<file path="src/rtl/cache_pkg.sv">
// Shared definitions for the L1 cache controller replacement logic.
package cache_pkg;

    typedef enum logic {
        INIT,
        RUN
    } repl_state_e;

    localparam int unsigned MAX_WAYS = 16;
    localparam int unsigned MAX_SETS = 1024;

    // Tree-PLRU needs one decision bit per internal node of a full binary tree.
    function automatic int unsigned plru_nodes(input int unsigned ways);
        return ways - 1;
    endfunction

endpackage

</file>
<file path="src/rtl/plru_tree.sv">
// Combinational tree-PLRU helpers: victim walk / invalid-way priority, and
// the next tree bits after touching a way.
module plru_tree
    import cache_pkg::*;
#(
    parameter int unsigned WAYS = 4
) (
    input  logic [plru_nodes(WAYS)-1:0] tree_i,
    input  logic [WAYS-1:0]             way_valid_i,
    input  logic [$clog2(WAYS)-1:0]     touch_way_i,
    output logic [$clog2(WAYS)-1:0]     victim_way_o,
    output logic [plru_nodes(WAYS)-1:0] tree_o
);

    localparam int unsigned WAY_W = $clog2(WAYS);
    localparam int unsigned NODES = plru_nodes(WAYS);

    logic             inv_found;
    logic [WAY_W-1:0] inv_way;
    logic [WAY_W-1:0] walk;

    always_comb begin
        inv_found = 1'b0;
        inv_way   = '0;
        for (int unsigned i = 0; i < WAYS; i++) begin
            if (!way_valid_i[i] && !inv_found) begin
                inv_found = 1'b1;
                inv_way   = WAY_W'(i);
            end
        end
    end

    // Level l holds nodes (2^l - 1) .. (2^(l+1) - 2); the node on the path is
    // selected by the way-index prefix already decided at the upper levels.
    always_comb begin
        walk = '0;
        for (int unsigned l = 0; l < WAY_W; l++) begin
            for (int unsigned p = 0; p < (32'd1 << l); p++) begin
                if ((32'(walk) >> (WAY_W - l)) == p) begin
                    walk[WAY_W-1-l] = tree_i[(32'd1 << l) - 1 + p];
                end
            end
        end
        victim_way_o = inv_found ? inv_way : walk;
    end

    always_comb begin
        tree_o = tree_i;
        for (int unsigned l = 0; l < WAY_W; l++) begin
            for (int unsigned p = 0; p < (32'd1 << l); p++) begin
                if ((32'(touch_way_i) >> (WAY_W - l)) == p) begin
                    tree_o[(32'd1 << l) - 1 + p] = ~touch_way_i[WAY_W-1-l];
                end
            end
        end
    end

    logic unused_nodes;
    assign unused_nodes = (NODES == 0);

endmodule

</file>
<file path="src/rtl/plru_repl.sv">
// Tree pseudo-LRU replacement engine: per-set tree bits, touch updates,
// registered victim selection and self-initialisation after reset/flush.
module plru_repl
    import cache_pkg::*;
#(
    parameter int unsigned WAYS = 4,
    parameter int unsigned SETS = 128
) (
    input  logic                    clk_i,
    input  logic                    rst_ni,
    input  logic                    flush_i,
    output logic                    busy_o,
    input  logic                    touch_valid_i,
    input  logic [$clog2(SETS)-1:0] touch_set_i,
    input  logic [$clog2(WAYS)-1:0] touch_way_i,
    input  logic                    victim_req_i,
    input  logic [$clog2(SETS)-1:0] victim_set_i,
    input  logic [WAYS-1:0]         way_valid_i,
    output logic                    victim_valid_o,
    output logic [$clog2(WAYS)-1:0] victim_way_o
);

    localparam int unsigned WAY_W = $clog2(WAYS);
    localparam int unsigned SET_W = $clog2(SETS);
    localparam int unsigned NODES = plru_nodes(WAYS);

    if (WAYS < 2 || WAYS > MAX_WAYS || (WAYS & (WAYS - 1)) != 0) begin : g_bad_ways
        $error("plru_repl: WAYS must be a power of two in 2..16");
    end
    if (SETS < 2 || SETS > MAX_SETS || (SETS & (SETS - 1)) != 0) begin : g_bad_sets
        $error("plru_repl: SETS must be a power of two in 2..1024");
    end

    repl_state_e      state_q, state_d;
    logic [SET_W-1:0] cnt_q, cnt_d;
    logic [NODES-1:0] tree_q [SETS];
    logic             victim_valid_q;
    logic [WAY_W-1:0] victim_way_q;

    logic [NODES-1:0] touch_tree_next;
    logic [WAY_W-1:0] victim_way_sel;
    logic [WAY_W-1:0] unused_touch_victim;
    logic [NODES-1:0] unused_victim_tree;

    logic running;
    assign running = (state_q == RUN);

    plru_tree #(.WAYS(WAYS)) u_victim_tree (
        .tree_i       (tree_q[victim_set_i]),
        .way_valid_i  (way_valid_i),
        .touch_way_i  ('0),
        .victim_way_o (victim_way_sel),
        .tree_o       (unused_victim_tree)
    );

    plru_tree #(.WAYS(WAYS)) u_touch_tree (
        .tree_i       (tree_q[touch_set_i]),
        .way_valid_i  ('1),
        .touch_way_i  (touch_way_i),
        .victim_way_o (unused_touch_victim),
        .tree_o       (touch_tree_next)
    );

    always_comb begin
        state_d = state_q;
        cnt_d   = cnt_q;
        unique case (state_q)
            INIT: begin
                if (flush_i) begin
                    cnt_d = '0;
                end else if (cnt_q == SET_W'(SETS - 1)) begin
                    state_d = RUN;
                    cnt_d   = '0;
                end else begin
                    cnt_d = cnt_q + SET_W'(1);
                end
            end
            RUN: begin
                if (flush_i) begin
                    state_d = INIT;
                    cnt_d   = '0;
                end
            end
            default: state_d = INIT;
        endcase
    end

    always_ff @(posedge clk_i or negedge rst_ni) begin
        if (!rst_ni) begin
            state_q        <= INIT;
            cnt_q          <= '0;
            victim_valid_q <= 1'b0;
            victim_way_q   <= '0;
        end else begin
            state_q        <= state_d;
            cnt_q          <= cnt_d;
            victim_valid_q <= running && victim_req_i;
            if (running && victim_req_i) begin
                victim_way_q <= victim_way_sel;
            end
        end
    end

    // No reset on the array: INIT clears it one set per cycle. A flush drops a
    // same-cycle touch since the whole array is about to be rewritten.
    always_ff @(posedge clk_i) begin
        if (!running) begin
            tree_q[cnt_q] <= '0;
        end else if (touch_valid_i && !flush_i) begin
            tree_q[touch_set_i] <= touch_tree_next;
        end
    end

    assign busy_o         = (state_q == INIT);
    assign victim_valid_o = victim_valid_q;
    assign victim_way_o   = victim_way_q;

endmodule

</file>
<file path="config.mk">
export PLATFORM = sky130hd
export DESIGN_NAME = plru_repl
export DESIGN_NICKNAME = d
export VERILOG_FILES = /design/src/rtl/cache_pkg.sv /design/src/rtl/plru_tree.sv /design/src/rtl/plru_repl.sv
export SDC_FILE = /design/constraint.sdc
export NUM_CORES = 1
export LEC_CHECK = 0
export BUFFER_PORTS_ARGS = -buffer_cell sky130_fd_sc_hd__buf_2
export CAP_MARGIN = 10
export CORE_MARGIN = 8
export CORE_UTILIZATION = 55
export CTS_CLUSTER_DIAMETER = 40
export CTS_CLUSTER_SIZE = 25
export DETAILED_ROUTE_END_ITERATION = 16
export PLACE_DENSITY = 0.68
export SYNTH_ARGS = -nofsm -noshare
export SYNTH_HDL_FRONTEND = slang
export SYNTH_SLANG_ARGS = --single-unit
</file>
<file path="constraint.sdc">
create_clock -name clk_i -period 10.9 [get_ports clk_i]
set_input_delay 1.635 -clock clk_i [delete_from_list [all_inputs] [get_ports clk_i]]
set_output_delay 1.635 -clock clk_i [all_outputs]
set_load 0.01 [all_outputs]
</file>
==> impl_metrics.yaml <==
outcome:
  outcome: "complete, no violations"
worst_setup_path:
  critical_path_required_ns: 11.11
  cp_common_cell: "buf_4"
  cp_max_fo: 110
  reg2reg_to: "tree_q[117][1]"
  critical-path-top-delay-family: "buffers and inverters"
  r2r-start: "running"
  crit_chain: "buf_2, nor2b_1, nand2_1, nor2_4, buf_4, buf_4"
  r2r_slack_ns: 6.44
  crit_arrival_ns: 5.31
  cp_slowest_stage_delay_ns: 0.94
  end_kind: "flop"
  worst-r2r-cell-count: 5
  criticalPathCategory: "input port to flop"
  start_kind: "input port"
  slowest_stage: "nor2_4"
  worst-path-buf-inv: 3
synthesis:
  ys_ff_latch: 395
  syn_nets: 1223
  ys.flop_type: "edfxtp_1"
  synth_top_area_cell: "edfxtp_1"
  synth.distinct_cells: 41
  synth_top_area_share: 0.671
  synth_top_family_by_area: "multiplexers"
  yosysWarnings: 0
  synth-compound-area-share: 0.0372
  synthArstFlopShare: 0.0278
  synth_fa_ha_area_frac: 0.000728
  yosys-top-cells-count: "nor2_1, edfxtp_1, mux4_2"
  netlist_instances: 1197
  synth.mux.area_fraction: 0.131
  synth-edff-count: 384
  yosys.area_share.simple: 0.116
  synth_xor_area_frac: 0.00153
  synth.area.top_cells: "edfxtp_1, mux4_2, nor2_1"
  avgSynthCellArea_sq_um: 14.4
  syn_area_sq_um: 17200
  yosysSeqAreaShare: 0.687
  synth_most_common_cell: "nor2_1"
finish:
  fin_nets: 1210
  fillers: 2295
  finalNonFillerCells: 1618
  drive_above_1_share: 0.171
  post-route-util: 0.619
  syn_to_final_growth_pct: 10.5
worst_hold_path:
  min_to: "victim_way_o[1]"
  min_from: "victim_way_o[1]"
  hp-class: "flop to flop"
  holdPathStages: 1
global_route:
  grt_pass1_wl_microns: 60500
  grt_max_degree: 129
  first_global_vias: 10300
  antenna_found_initial: 1
  grt_util_all_layers: 0.217
  gr-total-overflow: 0
drt:
  dr.first_iter.drc_count: 1095
  first_pass_iters: 5
  wl_per_cell_microns: 24.2
  vias: 10100
  final_antenna_net_count: 0
  viasPerCell: 6.26
  drc: 0
  wl_microns: 39100
timing:
  tns_ns: 0
  fmax_mhz: 196
  slew_viol_final: 0
  fin_skew_ns: 0.0154
  fin_crit_ns: 5.10
  slew-limit-headroom: 0.141
  finalSetupViolations: 0
  worstMarginPinSlew_ns: 1.29
  hold_viol_final: 0
  hold_ws_ns: 0.560
  fin_crit_sh: 0.468
  rsz0062_at_grt: "no"
placement:
  dp_hpwl_microns: 22100
  port-buffer-count: 28
  routabilityCongestion: 0.814
  dpl.cell_count: 1533
floorplan:
  io_pins: 29
  die_w_microns: 193
  core_area_sq_um: 30700
  die_h_microns: 193
  row_count: 64
  die_area_sq_um: 37100
  initial_core_util: 0.560
cts:
  cts_max_path_buffers: 3
  root_buffer: "clkbuf_16"
  cts_sinks: 395
  postCtsSetupBuffers: 0
  cts_resized: 0
  hold_buffers: 0
  cts_htree_levels: 2
  cts_tree: "done"
  clk_latency_ns: 0.55
  numCtsBuffers: 45
  clk_pin_slew_ns: 0.06
power:
  p_leak_uw: 0.00663
  peakVddDrop_mv: 0.124
  power-per-cell-area_nw_per_um2: 175
job:
  maxCapViolations: 0
==> metal layers <==
layer / track usage / up-vias / wire, microns
li1: - / 4428 / -
met1: 0.293 / 5230 / 15900
met2: 0.360 / 393 / 19300
met3: 0.0318 / 75 / 2750
met4: 0.0702 / 0 / 1160
met5: 0 / - / 0
==> power breakdown <==
group	internal, uW	switching (uW)	leakage (uW)
sequential	1650	4.57	0.00437
combinational	41.7	106	0.00153
clock	862	652	0.000732
==> area by class of cell <==
class | count | area, sq um | area share
Sequential cell | 395 | 11800 | 0.622
Multi-Input combinational cell | 703 | 4950 | 0.261
Clock buffer | 48 | 1180 | 0.0621
Tap cell | 396 | 495 | 0.0261
Clock inverter | 36 | 343 | 0.0181
Timing Repair Buffer | 34 | 194 | 0.0102
Inverter | 5 | 18.8 | 0.000988
Antenna cell | 1 | 2.50 | 0.000132
==> cells in the final DEF (no fill, tap or decap), types with 7 or more instances in the layout <==
master / synthesis / routed
a21oi_1: 24 / 24
dfrtp_1: 11 / 11
inv_6: 0 / 13
o21ai_0: 10 / 10
mux4_1: 8 / 8
a22oi_1: 48 / 48
buf_4: 3 / 7
clkbuf_16: 0 / 47
clkinv_4: 0 / 7
edfxtp_1: 384 / 384
nor2_1: 405 / 402
buf_2: 12 / 26
nand2b_1: 10 / 10
nand2_1: 52 / 52
mux4_2: 88 / 88
==> how the worst max path moves through the flow <==
stage | depth (start not counted) | slack, ns | to | from
CTS | 6 | 5.87 | tree_q[113][1] | flush_i
floorplan | 4 | 1.49 | tree_q[0][1] | flush_i
global placement | 6 | 5.49 | tree_q[96][1] | flush_i
detailed placement | 6 | 5.31 | tree_q[96][1] | flush_i
global route | 6 | 5.50 | tree_q[16][1] | flush_i
finish | 6 | 5.80 | tree_q[117][1] | flush_i
==> stage by stage <==
stage,power (uW),instance area [sq um],setup WS [ns]
floorplan,1780,17200,1.49
global route,3400,19000,5.50
global placement,1830,17500,5.49
CTS,3340,19000,5.87
detailed placement,1830,17500,5.31
finish,3310,19000,5.80
==> cells by family (layout without fill, tap and decap cells) <==
group           Yosys count  count (layout)
buf+inv                  99             123
flops                   395             395
fa+ha+maj                 1               1
xor+xnor                  3               3
other cells               0               1
simple gates            500             500
compound gates           97              97
mux                     102             102
==> state kept, by name, summed over array words and instances, names as in the netlist <==
name	cells
running	1
victim_valid_o	1
victim_way_o	2
tree_q	384
cnt_q	7
==> worst reg2reg max path: cells and delay by family (launching register included) <==
kind,cells,cell delay (ns)
flip-flops,1,0.53
AND/OR/NAND/NOR,3,1.82
buffers and inverters,2,1.69
No activity file was read; power rests on OpenSTA's default activity.
